## config.mk

```make
export PLATFORM = sky130hd
export DESIGN_NAME = gdsart_word_writer_flat
export DESIGN_NICKNAME = d
export VERILOG_FILES = /design/src/rtl/gdsart_word_writer_pkg.sv /design/src/rtl/gdsart_word_writer_if.sv /design/src/rtl/gdsart_word_writer_regfile.sv /design/src/rtl/gdsart_word_writer.sv /design/src/flat_wrapper.sv
export SDC_FILE = /design/constraint.sdc
export NUM_CORES = 1
export LEC_CHECK = 0
export CELL_PAD_IN_SITES_DETAIL_PLACEMENT = 2
export CELL_PAD_IN_SITES_GLOBAL_PLACEMENT = 2
export CORE_UTILIZATION = 33
export DETAILED_ROUTE_END_ITERATION = 8
export GPL_TIMING_DRIVEN = 0
export PLACE_DENSITY_LB_ADDON = 0.08
export SYNTH_ARGS = -nofsm -noshare
export SYNTH_HDL_FRONTEND = slang
export SYNTH_SLANG_ARGS = --single-unit
export TNS_END_PERCENT = 30
```

## constraint.sdc

```tcl
create_clock -name clk -period 4.35 [get_ports clk]
set_input_delay 0.87 -clock clk [delete_from_list [all_inputs] [get_ports clk]]
set_output_delay 0.87 -clock clk [all_outputs]
set_load 0.01 [all_outputs]
```

## src/rtl/gdsart_word_writer_pkg.sv

```systemverilog
// gdsart_writer_pkg: shared widths, default depth and writer FSM states
package gdsart_writer_pkg;
    localparam int BYTE_W = 8;
    localparam int WORD_W = 16;
    localparam int DEF_AW = 3;
    typedef enum logic [1:0] {LO, HI, FULL} state_e;
endpackage

```

## src/rtl/gdsart_word_writer_if.sv

```systemverilog
// gdsart_word_writer_if: byte-in handshake, read port and status of the word writer
interface gdsart_word_writer_if import gdsart_writer_pkg::*; #(parameter int AW = DEF_AW);
    logic              in_valid;
    logic [BYTE_W-1:0] in_data;
    logic              in_ready;
    logic [AW-1:0]     rd_addr;
    logic [WORD_W-1:0] rd_data;
    logic [AW-1:0]     wr_ptr;
    logic              word_done;
    logic              full;
    logic [WORD_W-1:0] csum;
    modport master (output in_valid, in_data, rd_addr,
                    input in_ready, rd_data, wr_ptr, word_done, full, csum);
    modport slave (input in_valid, in_data, rd_addr,
                   output in_ready, rd_data, wr_ptr, word_done, full, csum);
endinterface

```

## src/rtl/gdsart_word_writer_regfile.sv

```systemverilog
// gdsart_regfile: 2**AW x 16 store, one sync write port, one combinational read port
module gdsart_regfile import gdsart_writer_pkg::*; #(
    parameter int AW = DEF_AW
) (
    input  logic              clk,
    input  logic              rst_n,
    input  logic              we_i,
    input  logic [AW-1:0]     waddr_i,
    input  logic [WORD_W-1:0] wdata_i,
    input  logic [AW-1:0]     raddr_i,
    output logic [WORD_W-1:0] rdata_o
);
    logic [WORD_W-1:0] mem_q [2**AW];
    always_ff @(posedge clk or negedge rst_n)
        if (!rst_n)
            for (int i = 0; i < 2**AW; i++) mem_q[i] <= '0;
        else if (we_i)
            mem_q[waddr_i] <= wdata_i;
    // same-cycle read of the address being written still sees the old word
    assign rdata_o = mem_q[raddr_i];
endmodule

```

## src/rtl/gdsart_word_writer.sv

```systemverilog
// gdsart_word_writer: packs a low/high byte stream into words at an auto-incrementing pointer.
// Define WRITER_CHECKSUM_EN to build the running XOR checksum; otherwise csum reads 0.
module gdsart_word_writer import gdsart_writer_pkg::*; #(
    parameter int AW   = DEF_AW,
    parameter bit WRAP = 1'b1
) (
    input logic clk,
    input logic rst_n,
    input logic clr,
    gdsart_word_writer_if.slave bus
);
    state_e            state_q;
    logic [AW-1:0]     wr_ptr_q;
    logic [BYTE_W-1:0] lo_q;
    logic              word_done_q, full_q;
    logic              xfer, commit, last;
    logic [WORD_W-1:0] word;
    assign bus.in_ready = (state_q != FULL);
    assign xfer   = bus.in_valid && bus.in_ready;
    assign commit = xfer && (state_q == HI) && !clr;
    assign last   = &wr_ptr_q;
    assign word   = {bus.in_data, lo_q};
    always_ff @(posedge clk or negedge rst_n)
        if (!rst_n) begin
            state_q     <= LO;
            wr_ptr_q    <= '0;
            lo_q        <= '0;
            word_done_q <= 1'b0;
            full_q      <= 1'b0;
        end else if (clr) begin
            state_q     <= LO;
            wr_ptr_q    <= '0;
            word_done_q <= 1'b0;
            full_q      <= 1'b0;
        end else begin
            word_done_q <= commit;
            if (xfer && state_q == LO) begin
                lo_q    <= bus.in_data;
                state_q <= HI;
            end else if (commit) begin
                wr_ptr_q <= wr_ptr_q + 1'b1;
                state_q  <= (last && !WRAP) ? FULL : LO;
                if (last) full_q <= 1'b1;
            end
        end
`ifdef WRITER_CHECKSUM_EN
    logic [WORD_W-1:0] csum_q;
    always_ff @(posedge clk or negedge rst_n)
        if (!rst_n)
            csum_q <= '0;
        else if (clr)
            csum_q <= '0;
        else if (commit)
            csum_q <= csum_q ^ word;
    assign bus.csum = csum_q;
`else
    assign bus.csum = '0;
`endif
    assign bus.wr_ptr    = wr_ptr_q;
    assign bus.word_done = word_done_q;
    assign bus.full      = full_q;
    gdsart_regfile #(.AW(AW)) u_regfile (
        .clk     (clk),
        .rst_n   (rst_n),
        .we_i    (commit),
        .waddr_i (wr_ptr_q),
        .wdata_i (word),
        .raddr_i (bus.rd_addr),
        .rdata_o (bus.rd_data)
    );
endmodule

```

## src/flat_wrapper.sv

```systemverilog
// flat-port wrapper written by rule: the top's interface ports become plain ports
module gdsart_word_writer_flat import gdsart_writer_pkg::*;
#(
    parameter int AW   = DEF_AW,
    parameter bit WRAP = 1'b1
)
  (clk, rst_n, clr, bus_in_valid, bus_in_data, bus_rd_addr, bus_in_ready, bus_rd_data, bus_wr_ptr, bus_word_done, bus_full, bus_csum);
  gdsart_word_writer_if #(.AW(AW)) bus_i ();
  input logic clk;
  input logic rst_n;
  input logic clr;
  input wire logic [$bits(bus_i.in_valid)-1:0] bus_in_valid;
  input wire logic [$bits(bus_i.in_data)-1:0] bus_in_data;
  input wire logic [$bits(bus_i.rd_addr)-1:0] bus_rd_addr;
  output wire logic [$bits(bus_i.in_ready)-1:0] bus_in_ready;
  output wire logic [$bits(bus_i.rd_data)-1:0] bus_rd_data;
  output wire logic [$bits(bus_i.wr_ptr)-1:0] bus_wr_ptr;
  output wire logic [$bits(bus_i.word_done)-1:0] bus_word_done;
  output wire logic [$bits(bus_i.full)-1:0] bus_full;
  output wire logic [$bits(bus_i.csum)-1:0] bus_csum;
  assign bus_i.in_valid = bus_in_valid;
  assign bus_i.in_data = bus_in_data;
  assign bus_i.rd_addr = bus_rd_addr;
  assign bus_in_ready = bus_i.in_ready;
  assign bus_rd_data = bus_i.rd_data;
  assign bus_wr_ptr = bus_i.wr_ptr;
  assign bus_word_done = bus_i.word_done;
  assign bus_full = bus_i.full;
  assign bus_csum = bus_i.csum;
  gdsart_word_writer #(.AW(AW), .WRAP(WRAP)) u_core (.clk(clk), .rst_n(rst_n), .clr(clr), .bus(bus_i));
endmodule
```

---- Word-level counts from Yosys, hierarchy flattened ----
Cells that the tools add are included.
storage, ports and cells
  input bits .............................. 15
  register bits after elaboration ......... 143
  output and inout port bits .............. 38
  logic and storage cells ................. 54
operators by class
  eq/ne operators ......................... 3
  add/subtract/negate cells ............... 1
  order comparisons ....................... 3
  bitwise gates (word level) .............. 3
  muxes and demuxes ....................... 17
  reductions and logical operators ........ 14
operators with widths
  cell                 number
  $bwmux 128           1
  $bmux 16 s3          1
  $demux 16 s3         1
  $mux 16              3
  $mux 3               3
  $ge 4x4->1 const B   2
  $not 3->4            2
  $mux 2               3
  $reduce_and 3->1     2
  $logic_and 1x1->1    5
  $mux 1               5
  $lt 4x1->1 const B   1
  $ne 2x2->1 const B   2
  $reduce_and 2->1     2
  $reduce_bool 2->1    2
  $add 3x1->3 const B  1
  $reduce_bool 3->1    1
  $eq 2x1->1 const B   1
  $logic_not 2->1      1
  $logic_not 1->1      1
  $not 1->1            1

---- Logic depth before layout (Yosys ltp) ----
Gate-level depths: netlist (run 1).
  depth after elaboration ................. 7
  mapped depth ............................ 6
  gate-level depth less buffers ........... 4

---- Cells and area by module ----
From an unflattened synthesis (run 1), not the netlist that was laid out.
second synthesis, totals
  cell total of the unflattened synthesis .. 398
  area, all modules ....................... 6668.9 sq um
modules (own cells, without submodules)
  module              sequential area each (sq um)  cells each  area each (sq um)  times used
  gdsart_regfile      3203.1                        336         5929.4             1
  gdsart_word_writer  350.3                         62          739.5              1

---- Least setup slack after synthesis (run 1) ----
No wires, ideal clock.
  path kind ............................... input-to-output
  from .................................... input bus_rd_addr[0]
  to ...................................... output bus_rd_data[0]
  path slack .............................. 1.367 ns
  buffers on the path ..................... 2
  stages on the path ...................... 4
  required time ........................... 3.480 ns
  arrival time ............................ 2.113 ns
  cells stage by stage .................... buf_2 -> buf_2 -> mux4_2 -> mux2_2
between the ends
  word-level cells in the longest chain between the ends .. 4
RTL lines
  element                                      line                              text
  from (decl)                                  flat_wrapper.sv:14                input wire logic [$bits(bus_i.rd_addr)-1:0] bus_rd_addr;
  $not 3->4 (not written as such)              gdsart_word_writer_regfile.sv:20  assign rdata_o = mem_q[raddr_i];
  $bmux 16 s3                                  gdsart_word_writer_regfile.sv:20
  $mux 16 (not written as such) (2 in series)  gdsart_word_writer_regfile.sv:20
  to (decl)                                    flat_wrapper.sv:16                output wire logic [$bits(bus_i.rd_data)-1:0] bus_rd_data;
No other way between the ends. The select of a mux whose other input is x is not followed.

---- Final worst setup path (run 1) ----
  from .................................... input bus_rd_addr[2]
  to ...................................... output bus_rd_data[1]
Same word-level chain as after synthesis.

==> key figures, run 1 <==
Outcome
  – Status: finished, final reports clean

Synth
  – Syn_area_per_cell: about 17 sq um
  – Number of flops mapped to enable cells by yosys: 0
  – Post-Syn Instances: about 400
  – Ys async rst share: 1.000
  – Synth warn: 0
  – Post-synth cell types: 30
  – #FFs+latches synth: approximately 140
  – Post-synth top flop: dfrtp_1
  – Seq/Total Area, Yosys: 0.5361
  – Post-Syn Area: 6629 sq um

Critical path
  – Cell depth of the worst setup path: 5
  – Critical path cell sequence: clkdlybuf4s50_1 > clkbuf_1 > mux4_2 > mux2_2 > clkdlybuf4s50_1
  – Worst Setup Start Kind: primary input
  – Critical path's largest stage delay: about 700 ps
  – Max FO, Critical Path: 10
  – Worst EP arrival: ~3400 ps
  – Reg2reg start: u_core.bus.wr_ptr[2]
  – Top Family by Delay on Critical Path: buffers and inverters
  – CP most frequent cell: clkdlybuf4s50_1
  – Setup crit start: bus_rd_addr[2]
  – Critical-path top delay cell: clkbuf_1
  – Worst Reg-to-Reg Cells: 4
  – Worst Path Required: about 3500 ps
  – Worst setup path class: in2out
  – Crit path capture type: primary output
  – CP Buf/Inv Count: 3

Timing
  – Final setup TNS: 0 ps
  – # setup viols final: 0
  – RSZ-0062 raised after global routing: false
  – Final min period: around 4300 ps
  – Slew Viols, Final: 0
  – Hold_ws: 409.7 ps
  – Final Worst Setup Slack: approximately 94 ps
  – Fmax: between 200 and 250 MHz
  – Worst slew pin tran: approximately 1100 ps
  – Fin crit share: 0.9784
  – Worst relative slew slack: 0.2949
  – Final-report hold violation count: 0
  – Worst Clk Skew: 9.942 ps

Power and ir drop
  – Pwr/cell area: between 400 and 500 nW/um^2
  – Total power: around 0.0035 W
  – IR drop worst, VDD: 0.2474 mV
  – P_leak: about 3.8 nW

Placement
  – Hpwl dp: ~10000 um
  – GPL Wtd Cong: between 0.6 and 0.7
  – Area after DPL: roughly 7400 sq um
  – Setup WS pre-CTS: roughly 98 ps
  – IO Port Bufs: 31

Finish
  – # fillers: just under 2k
  – Antenna fix cells: 0
  – Layout area overhead: 20.86%
  – Fin area: 8011 sq um
  – Fraction of layout cells with a size suffix above 1: 0.5504
  – Final Net Count: between 400 and 500
  – Most frequent cells in the layout: 142 x mux2_2, 142 x dfrtp_1, 32 x mux4_2

Floorplan
  – Core area: 19590 sq um
  – Area of the die: 20660 sq um
  – Num ports: 53
  – Initial core utilization: 0.3384
  – FP Rows: 51
  – Die Wd: between 100 and 150 um
  – Die height: about 140 um

Clock tree
  – CTS H-tree lvls: 4
  – Num CTS Buffers: 17
  – Worst skew pair latency: ~420 ps
  – Hold-fix buffers at CTS: 0
  – Clk root buf: clkbuf_16
  – Gates resized, CTS repair: 0
  – Clk sink count: about 140
  – TritonCTS clock tree: built
  – Clock transition at path regs: 60 ps
  – Setup Fix Bufs, Post-CTS: 0
  – CTS max path bufs: 2

GRT
  – Gr usage total: 0.1733
  – Vias in the first global route: between 4k and 5k
  – Overflow after GRT: 0
  – First-pass GRT wire length: ~25000 um
  – Largest net degree at the start of global routing: 86
  – Initial antenna violation count: 0

Routing
  – DR pass1 iterations: 4
  – DRC violation count after routing: 0
  – Initial DRC Count: 119
  – Final WL: about 16000 um
  – Average via count per standard cell: about 4.8
  – Routed WL per cell: about 22 um
  – Vias: 3587
  – Post-route ant nets: 0

Min path
  – Type of the worst min-delay path: in2async

Run
  – Max Cap Viol: 0
==> flip-flops by register name (all words and copies together), names as in the netlist <==
register and flops:
u_core.u_regfile.mem_q 128, u_core.lo_q 8, u_core.bus.wr_ptr 3, u_core.bus.full 1, u_core.bus.word_done 1, u_core.state_q 1
==> Yosys cell counts (2+ instances only) <==
cell,number,area [sq um]
dfrtp_1,142,3553
a21oi_1,2,10.01
ha_1,2,25.02
clkbuf_1,4,15.01
nor2_1,5,18.77
mux2_2,142,1599
buf_4,20,150.1
conb_1,2,7.510
mux2_4,10,150.1
mux4_2,32,720.7
nand2_1,4,15.01
buf_2,5,25.02
buf_6,7,78.83
nand3_1,2,10.01
clkbuf_8,2,27.53
nand3b_4,2,40.04
nor3b_4,2,37.54
==> final cells by class <==
cell class                      instances  area [sq um]  area share
Multi-Input combinational cell        230          2796      0.3491
Clock buffer                           21         470.5     0.05872
Clock inverter                         10         185.2     0.02311
Tap cell                              265         331.6     0.04139
Timing Repair Buffer                   32         339.1     0.04232
Sequential cell                       142          3553      0.4435
Buffer                                 41         335.3     0.04186
==> worst reg2reg max path, delay by kind of cell, from the launching register on <==
kind                   cells  cell delay [ps]
flip-flops                 1              470
multiplexers               1              360
AND/OR/NAND/NOR            2              770
buffers and inverters      1              280
==> power by group <==
| part | switching (W) | internal [W] | total [W] |
|---|---|---|---|
| clock | 0.000566 | 0.00106 | 0.00163 |
| combinational | 0.000148 | 0.000212 | 0.000359 |
| sequential | 0.0000899 | 0.00144 | 0.00153 |
==> per-layer routing <==
layer / global-route usage / up-vias / part of all wire
met2: 0.3020 / 43 / 0.54
met5: 0 / - / 0
li1: - / 1564 / -
met4: 0.04703 / 0 / 0.0087
met3: 0.03965 / 11 / 0.021
met1: 0.2146 / 1969 / 0.43
==> final timing paths <==
path / endpoint / slack, ps
max in group asynchronous: u_core.u_regfile.mem_q[69] / 3090
worst max register to register: u_core.u_regfile.mem_q[24] / 2350
worst max-delay path: bus_rd_data[1] / 90
min in group clk: u_core.u_regfile.mem_q[9] / 500
worst min register to register: u_core.u_regfile.mem_q[9] / 500
worst min-delay path: u_core.u_regfile.mem_q[103] / 410
==> cells by family (layout without fill, tap and decap cells) <==
kind of cell             count (synthesis)  count (layout)  share of synthesized area
XOR/XNOR                                 2               2                   0.002643
AO/OA/AOI/OAI                            3               3                   0.002454
other                                    2              17                   0.001133
adder cells (fa/ha/maj)                  2               2                   0.003774
buffers and inverters                   41             104                    0.05058
AND/OR/NAND/NOR                         22              22                    0.03077
flip-flops                             142             142                     0.5361
multiplexers                           184             184                     0.3726
==> metrics by stage <==
stage,std cells,utilization
after global placement,709,0.3740
after floorplan,413,-
after global routing,741,0.4090
after detailed placement,710,0.3755
final,741,0.4090
after CTS,741,0.4090
Note: power is estimated with default switching activity, not from simulation.
==> run 2: changes to the inputs <==
==> constraint.sdc (replaced) <==
create_clock -name clk -period 3.85 [get_ports clk]
set_input_delay 0.77 -clock clk [delete_from_list [all_inputs] [get_ports clk]]
set_output_delay 0.77 -clock clk [all_outputs]
set_load 0.01 [all_outputs]
==> run 2 against run 1 <==
  * Clock power increased by 13%
  * Critical endpoint unchanged
  * Wire length about the same
  * Flip-flop and latch count unchanged
  * Sequential share of layout area about the same
  * Worst hold slack got worse by 100 ps
  * Critical path type unchanged
  * Count of clock-buffer cells in the layout unchanged
==> key figures, run 2 (synthesis results as in run 1) <==
Outcome
  – Status: finished, final reports clean

Routing
  – Average via count per standard cell: 4.852
  – Final WL: roughly 16000 um
  – Vias: ~3.6k
  – Initial DRC Count: 120
  – Routed WL per cell: between 20 and 25 um
  – DR pass1 iterations: 4
  – Post-route ant nets: 0
  – DRC violation count after routing: 0

Timing
  – # setup viols final: 0
  – Fmax: between 200 and 300 MHz
  – Final-report hold violation count: 0
  – Fin crit share: 0.9638
  – Worst Clk Skew: 10.02 ps
  – Worst slew pin tran: ~1100 ps
  – Worst relative slew slack: 0.2847
  – Final setup TNS: 0 ps
  – Final min period: 3711 ps
  – Slew Viols, Final: 0
  – Final Worst Setup Slack: about 140 ps
  – RSZ-0062 raised after global routing: false

Power and ir drop
  – Cell-internal power: 0.003060 W
  – IR drop worst, VDD: 0.2796 mV
  – Flop pwr share: 0.435
  – Combinational power share: 0.102
  – Net switching power: 0.0009101 W
  – Total power: between 0.003 and 0.004 W
  – Clock power share: 0.463
  – P_leak: around 3.8 nW
  – Pwr/cell area: a little under 500 nW/um^2
  – Sw frac: 0.2292

Critical path
  – Max FO, Critical Path: 10
  – Worst Setup Start Kind: primary input
  – Worst Path Required: roughly 3100 ps
  – Worst EP arrival: approximately 3000 ps
  – Worst setup path class: in2out
  – Crit path capture type: primary output

Floorplan
  – Die height: 143.7 um
  – Die Wd: 143.7 um
  – Num ports: 53
  – FP Rows: 51
  – Initial core utilization: 0.3384
  – Core area: 19590 sq um
  – Area of the die: 20660 sq um

GRT
  – Vias in the first global route: about 4.1k
  – Overflow after GRT: 0
  – Initial antenna violation count: 0
  – First-pass GRT wire length: around 25000 um
  – Largest net degree at the start of global routing: 86
  – Gr usage total: 0.1733

Finish
  – Layout area overhead: 20.91%
  – Most frequent cells in the layout: 142 x mux2_2, 142 x dfrtp_1, 32 x mux4_2
  – Biggest register: u_core.u_regfile.mem_q
  – Final Net Count: between 400 and 500
  – Fraction of layout cells with a size suffix above 1: 0.5567
  – Max FFs per register: roughly 130
  – Antenna fix cells: 0

Placement
  – IO Port Bufs: 31
  – Hpwl dp: 10240 um
  – GPL Wtd Cong: between 0.6 and 0.7
  – Setup WS pre-CTS: -201.8 ps

Clock tree
  – Clk sink count: ~140
  – Clk root buf: clkbuf_16
  – Hold-fix buffers at CTS: 0
  – CTS max path bufs: 2
  – TritonCTS clock tree: built
  – Clock transition at path regs: approximately 60 ps
  – CTS H-tree lvls: 4
  – Worst skew pair latency: between 400 and 500 ps
  – Num CTS Buffers: 17

Run
  – Max Cap Viol: 0

Min path
  – Type of the worst min-delay path: in2async
## run 2: cell counts in the layout (fill, tap and decap cells not counted)
Identical to the previous run, type by type.
## run 2: final timing paths
check                                      startpoint                          end  slack [ps]  cells past startpoint
min reg2reg                u_core.u_regfile.mem_q[37]   u_core.u_regfile.mem_q[37]         500                      1
min in group clk           u_core.u_regfile.mem_q[37]   u_core.u_regfile.mem_q[37]         500                      1
max                                    bus_rd_addr[2]               bus_rd_data[1]         140                      5
min                                             rst_n  u_core.u_regfile.mem_q[103]         310                      1
max reg2reg                      u_core.bus.wr_ptr[2]   u_core.u_regfile.mem_q[24]        1850                      4
max in group asynchronous                       rst_n   u_core.u_regfile.mem_q[75]        2700                      2
## run 2: cell type report
cell class | count | area, sq um
Tap cell | 265 | 331.6
Multi-Input combinational cell | 230 | 2796
Sequential cell | 142 | 3553
Buffer | 41 | 339.1
Fill cell | 1923 | 11570
Timing Repair Buffer | 32 | 339.1
Clock inverter | 10 | 185.2
Clock buffer | 21 | 470.5
## run 2: metal layers
metal  up-vias  GRT usage  part of all wire
met1      1979     0.2146              0.44
met3        11    0.03965             0.021
met5         -          0                 0
li1       1562          -                 -
met2        43     0.3020              0.54
met4         0    0.04703            0.0088
## run 2: what timing repair did
| item | in CTS | in global routing |
|---|---|---|
| resized for setup | 3 | 0 |
| buffers inserted | 0 | 0 |
| setup endpoints to repair | 16 | 0 |
## run 2: per-stage QoR
stage                     instances    util  instance area (sq um)  hold slack, ps
after global placement          709  0.3740                   7327           481.3
after floorplan                 413       -                   6685           473.8
after detailed placement        710  0.3755                   7356           491.7
after global routing            741  0.4091                   8015           350.6
final                           741  0.4091                   8015           309.7
after CTS                       741  0.4091                   8015           333.6
## run 2: power by group through the flow
stage                     Combinational [W]  Clock (W)  Sequential (W)
after detailed placement           0.000414          0         0.00175
after global placement             0.000400          0         0.00174
after floorplan                    0.000274          0         0.00171
final                              0.000406    0.00184         0.00173
after CTS                          0.000417    0.00188         0.00173
after global routing               0.000445    0.00195         0.00175
## run 2: critical path: stages
cell             delay, ps
clkdlybuf4s50_1        580
clkbuf_2               420
mux4_2                 360
mux2_2                 310
clkdlybuf4s50_1        490
==> run 3: changes to the inputs <==
--- a/config.mk
+++ b/config.mk
@@ -9,6 +9,7 @@
 export CELL_PAD_IN_SITES_GLOBAL_PLACEMENT = 2
 export CORE_UTILIZATION = 33
 export DETAILED_ROUTE_END_ITERATION = 8
+export GPL_ROUTABILITY_DRIVEN = 0
 export GPL_TIMING_DRIVEN = 0
 export PLACE_DENSITY_LB_ADDON = 0.08
 export SYNTH_ARGS = -nofsm -noshare
==> results of run 3 <==
The final DEF is identical to that of run 2; final timing and power are the same.
==> RTL edit 1: new RTL, settings of run 3 <==
Re-encode `state_e` (3 states) as one-hot, 3 bits wide.
--- a/src/rtl/gdsart_word_writer_pkg.sv
+++ b/src/rtl/gdsart_word_writer_pkg.sv
@@ -4,5 +4,5 @@
     localparam int WORD_W = 16;
     localparam int DEF_AW = 3;
-    typedef enum logic [1:0] {LO, HI, FULL} state_e;
+    typedef enum logic [2:0] {LO = 3'b001, HI = 3'b010, FULL = 3'b100} state_e;
 endpackage
 
Behaviour: same outputs for any inputs over 4 cycles, from zero or initial values and one cycle with rst_n low; so few cycles prove little.
==> RTL edit 1 against run 3 <==
Total power fell by 8.5%; synthesized cell count increased by 0.75%; area after synthesis is 0.76% lower; wire length increased by 2.4%; worst setup slack worse by 0.053 ns; sequential cell count rose by 1; design area is 1.3% lower; clock power fell by 8%; largest cell class unchanged; largest power group unchanged.
==> RTL edit 1: results (changes against run 3) <==
| Metric | Value |
|---|---|
| Synth cell count leaders | 142 x dfrtp_1, 140 x mux2_2, 32 x mux4_2, 17 x buf_4 (was 142 x dfrtp_1, 142 x mux2_2, 32 x mux4_2, 20 x buf_4, 10 x mux2_4) |
| XOR/XNOR Fraction of Synth Area | 0.00133 (was 0.00264) |
| DR vias | 3621 (was 3595) |
| Worst R2R Path Depth | 5 (was 4) |
| DR WL met3 | 396 µm (was 338 µm) |
| R2R Path End | u_core.u_regfile.mem_q[6] (was u_core.u_regfile.mem_q[24]) |
| Sequential power | 1.66 mW (was 1.73 mW) |
| Sw power | 0.834 mW (was 0.910 mW) |
| Sequential fraction of the synthesis area | 0.544 (was 0.536) |
| Synth area leaders | dfrtp_1 54%, mux2_2 24%, mux4_2 11% (unchanged) |
| Post-DP HPWL | 10.1 mm (was 10.2 mm) |
| Total routed wirelength | 16.5 mm (was 16.2 mm) |
| Comb. pwr | 0.280 mW (was 0.406 mW) |
| CP max stage delay | 0.61 ns (was 0.58 ns) |
| Final nets | 484 (was 481) |
| Distinct cells, synth | 29 (was 30) |
| Worst Skew | 0.00916 ns (was 0.0100 ns) |
| Multiplexer area fraction after synthesis | 0.381 (was 0.373) |
| DRT iter0 DRCs | 115 (was 120) |
| Largest net degree at the start of global routing | 87 (was 86) |
| Yosys top cell area share | 0.540 (was 0.536) |
| Final hold slack | 0.305 ns (was 0.310 ns) |
| Met3 usage | 0.0399 (was 0.0397) |
| CP arrival | 2.99 ns (was 2.94 ns) |
| Sequential share of power | 0.458 (was 0.435) |
| Slew headroom | 0.352 (was 0.285) |
| Status | complete, no violations (unchanged) |
| Routed WL per cell | 22.2 µm (was 21.8 µm) |
| Compound-Gate Fraction of Synth Area | 0.00247 (was 0.00245) |
| Syn_area_per_cell | 16.4 µm² (was 16.7 µm²) |
| Dpl ws | -0.262 ns (was -0.202 ns) |
| Met2 Usage GRT | 0.303 (was 0.302) |
| R2R Path Start | u_core.bus.wr_ptr[1] (was u_core.bus.wr_ptr[2]) |
| Post-Synth Adder-Cell Area | 0.00380 (was 0.00378) |
| Vias in the first global route | 4095 (was 4089) |
| Metal2 WL | 8.41 mm (was 8.64 mm) |
| Pleak | 3.83 nW (was 3.82 nW) |
## RTL edit 1: changes by cell type after synthesis, sizes merged, moves of 2 or more
cell and delta:
nor3b -3, a21oi -2, inv +3, and4b +2
nand2 -3, or4b +2, mux2i +3
## RTL edit 1: final cells by class
type	instances	area (µm²)
tap	265	332
fill	1934	11600
clock inverter	7	110
sequential	143	3580
multi-input combinational	229	2790
clock buffer	25	485
timing repair buffer	32	339
inverter	3	11.3
buffer	41	272
## RTL edit 1: how the worst max path moves through the flow
| stage | from | endpoint | slack, ns | cells after the start |
|---|---|---|---|---|
| after floorplan | bus_rd_addr[0] | bus_rd_data[0] | 0.98 | 4 |
| after global placement | rst_n | u_core.bus.wr_ptr[2] | -3.79 | 1 |
| after detailed placement | bus_rd_addr[2] | bus_rd_data[1] | -0.26 | 5 |
| after global routing | bus_rd_addr[0] | bus_rd_data[1] | 0.03 | 5 |
| after CTS | bus_rd_addr[2] | bus_rd_data[13] | 0.08 | 5 |
| final | bus_rd_addr[2] | bus_rd_data[1] | 0.09 | 5 |
==> RTL edit 2: new RTL, settings of run 3 <==
Without the edit above. The option `WRITER_CHECKSUM_EN` is turned on by a define.
--- a/src/rtl/gdsart_word_writer.sv
+++ b/src/rtl/gdsart_word_writer.sv
@@ -1,4 +1,6 @@
 // gdsart_word_writer: packs a low/high byte stream into words at an auto-incrementing pointer.
 // Define WRITER_CHECKSUM_EN to build the running XOR checksum; otherwise csum reads 0.
+`define WRITER_CHECKSUM_EN
+
 module gdsart_word_writer import gdsart_writer_pkg::*; #(
     parameter int AW   = DEF_AW,
Formal check against the unedited RTL: not equivalent (Yosys sat finds a counterexample within 4 cycles, from zero or initial values and one cycle with rst_n low).
==> RTL edit 2 against run 3 <==
Worst setup slack worse by 0.053 ns; sequential cell count up 16; total power up 6.4%; combinational power up 31%; highest routed layer unchanged; design area up 7.5%; critical path depth unchanged; register-to-register slack worse by 0.47 ns; final cell count up 10%; area after synthesis up 8.9%; wire length up 15%.
==> RTL edit 2: results (changes against run 3) <==
| Metric | Value |
|---|---|
| Status | complete, no violations (unchanged) |
| Synth area leaders | dfrtp_1 55%, mux2_2 21%, mux4_2 10% (was dfrtp_1 54%, mux2_2 24%, mux4_2 11%) |
| Synth cell count leaders | 158 x dfrtp_1, 132 x mux2_2, 32 x mux4_2, 27 x clkbuf_1, 23 x nor2_1 (was 142 x dfrtp_1, 142 x mux2_2, 32 x mux4_2, 20 x buf_4, 10 x mux2_4) |
| CP max stage delay | 0.62 ns (was 0.58 ns) |
| Flop-to-flop setup slack | 1.38 ns (was 1.85 ns) |
| IO Port Bufs | 39 (was 31) |
| Post-DP HPWL | 12.1 mm (was 10.2 mm) |
| R2R Path End | u_core.u_regfile.mem_q[105] (was u_core.u_regfile.mem_q[24]) |
| Final nets | 544 (was 481) |
| Largest net degree at the start of global routing | 125 (was 86) |
| Distinct cells, synth | 27 (was 30) |
| Worst R2R Path Depth | 5 (was 4) |
| Yosys warning total | 0 (unchanged) |
| Clock buffer count from CTS | 17 (unchanged) |
| First-pass GRT wire length | 29.3 mm (was 25.2 mm) |
| Vias in the first global route | 4736 (was 4089) |
| Multiplexer area fraction after synthesis | 0.347 (was 0.373) |
| Post-Synth Adder-Cell Area | 0.00347 (was 0.00378) |
| Layout cells sized above 1 | 0.459 (was 0.557) |
| Max reg flops | 128 (unchanged) |
| Sequential fraction of the synthesis area | 0.547 (was 0.536) |
| CP top delay family | buffers and inverters (unchanged) |
| DRT iter0 DRCs | 110 (was 120) |
| Worst slew pin tran | 0.911 ns (was 1.07 ns) |
| Critical path's slowest cell | clkdlybuf4s50_1 (unchanged) |
| PnR worst setup slack | 0.0860 ns (was 0.139 ns) |
| XOR/XNOR Fraction of Synth Area | 0.0218 (was 0.00264) |
| All-Layer GR Usage | 0.181 (was 0.173) |
| Compound-Gate Fraction of Synth Area | 0.00225 (was 0.00245) |
| Post-CTS setup buffer count | 0 (unchanged) |
| Clock Pin Slew Worst Setup and Hold Paths | 0.07 ns |
| Clock Root Buffer | clkbuf_16 (unchanged) |
| Initial antenna violation count | 0 (unchanged) |
| Placed cell area | 7990 µm² (was 7360 µm²) |
| Dpl ws | -0.235 ns (was -0.202 ns) |
| Most used DFF post-synth | dfrtp_1 (unchanged) |
| CP arrival | 2.99 ns (was 2.94 ns) |
| Max VDD drop | 237 µV (was 280 µV) |
| Worst Skew | 0.0185 ns (was 0.0100 ns) |
| Layout fillers | 2074 (was 1923) |
| DR vias | 4098 (was 3595) |
| Largest register by flop count | u_core.u_regfile.mem_q (unchanged) |
| Routed WL per cell | 22.8 µm (was 21.8 µm) |
| R2R Path Start | u_core.bus.wr_ptr[0] (was u_core.bus.wr_ptr[2]) |
| Pleak | 4.02 nW (was 3.82 nW) |
## RTL edit 2: repair_timing
action | 4_1_cts | 5_1_grt
setup endpoints to repair | 16 | 0
gates resized for setup | 3 | 0
endpoints found under the hold margin | 0 | 0
## RTL edit 2: through the flow
stage	utilization	std cells	hold slack, ns	power (mW)
floorplan	-	468	0.474	2.23
global placement	0.375	782	0.484	2.41
detailed placement	0.376	783	0.494	2.45
CTS	0.406	815	0.187	4.29
global route	0.406	815	0.200	4.40
finish	0.406	815	0.204	4.22
## RTL edit 2: how the worst max path moves through the flow
stage | cells after the start | end | from
after floorplan | 4 | bus_rd_data[0] | bus_rd_addr[0]
after global placement | 1 | u_core.u_regfile.mem_q[75] | rst_n
after detailed placement | 5 | bus_rd_data[9] | bus_rd_addr[2]
after CTS | 5 | bus_rd_data[9] | bus_rd_addr[2]
after global routing | 5 | bus_rd_data[5] | bus_rd_addr[0]
final | 5 | bus_rd_data[7] | bus_rd_addr[2]
## RTL edit 2: final cells by class
type | count | area (µm²) | area share
sequential | 158 | 3950 | 0.459
buffer | 47 | 248 | 0.0287
clock buffer | 17 | 425 | 0.0494
tap | 275 | 344 | 0.0399
timing repair buffer | 40 | 423 | 0.0491
multi-input combinational | 263 | 3020 | 0.351
clock inverter | 15 | 200 | 0.0232
## RTL edit 2: kinds of logic after synthesis
logic type / after synthesis
muxes: 184
DFF: 158
and+or+nand+nor: 55
buffers and inverters: 47
xor gates and xnor gates: 18
AOI/OAI and AO/OA: 3
adders and majority gates: 2
other: 1
## RTL edit 2: per-layer routing
| metal | part of all wire | global-route usage |
|---|---|---|
| met5 | 0 | 0 |
| met4 | 0.016 | 0.0672 |
| met3 | 0.023 | 0.0351 |
| met2 | 0.48 | 0.288 |
| met1 | 0.48 | 0.245 |
## RTL edit 2: power breakdown
| part | internal [mW] | switching, mW |
|---|---|---|
| combinational | 0.278 | 0.254 |
| sequential | 1.80 | 0.0755 |
| clock | 1.05 | 0.769 |
## RTL edit 2: worst reg2reg max path: stages (launching register included)
cell and delay, ns:
dfrtp_1 0.41, buf_4 0.20, nand4b_1 0.16, nor3_2 0.72
buf_2 0.46, mux2_2 0.39
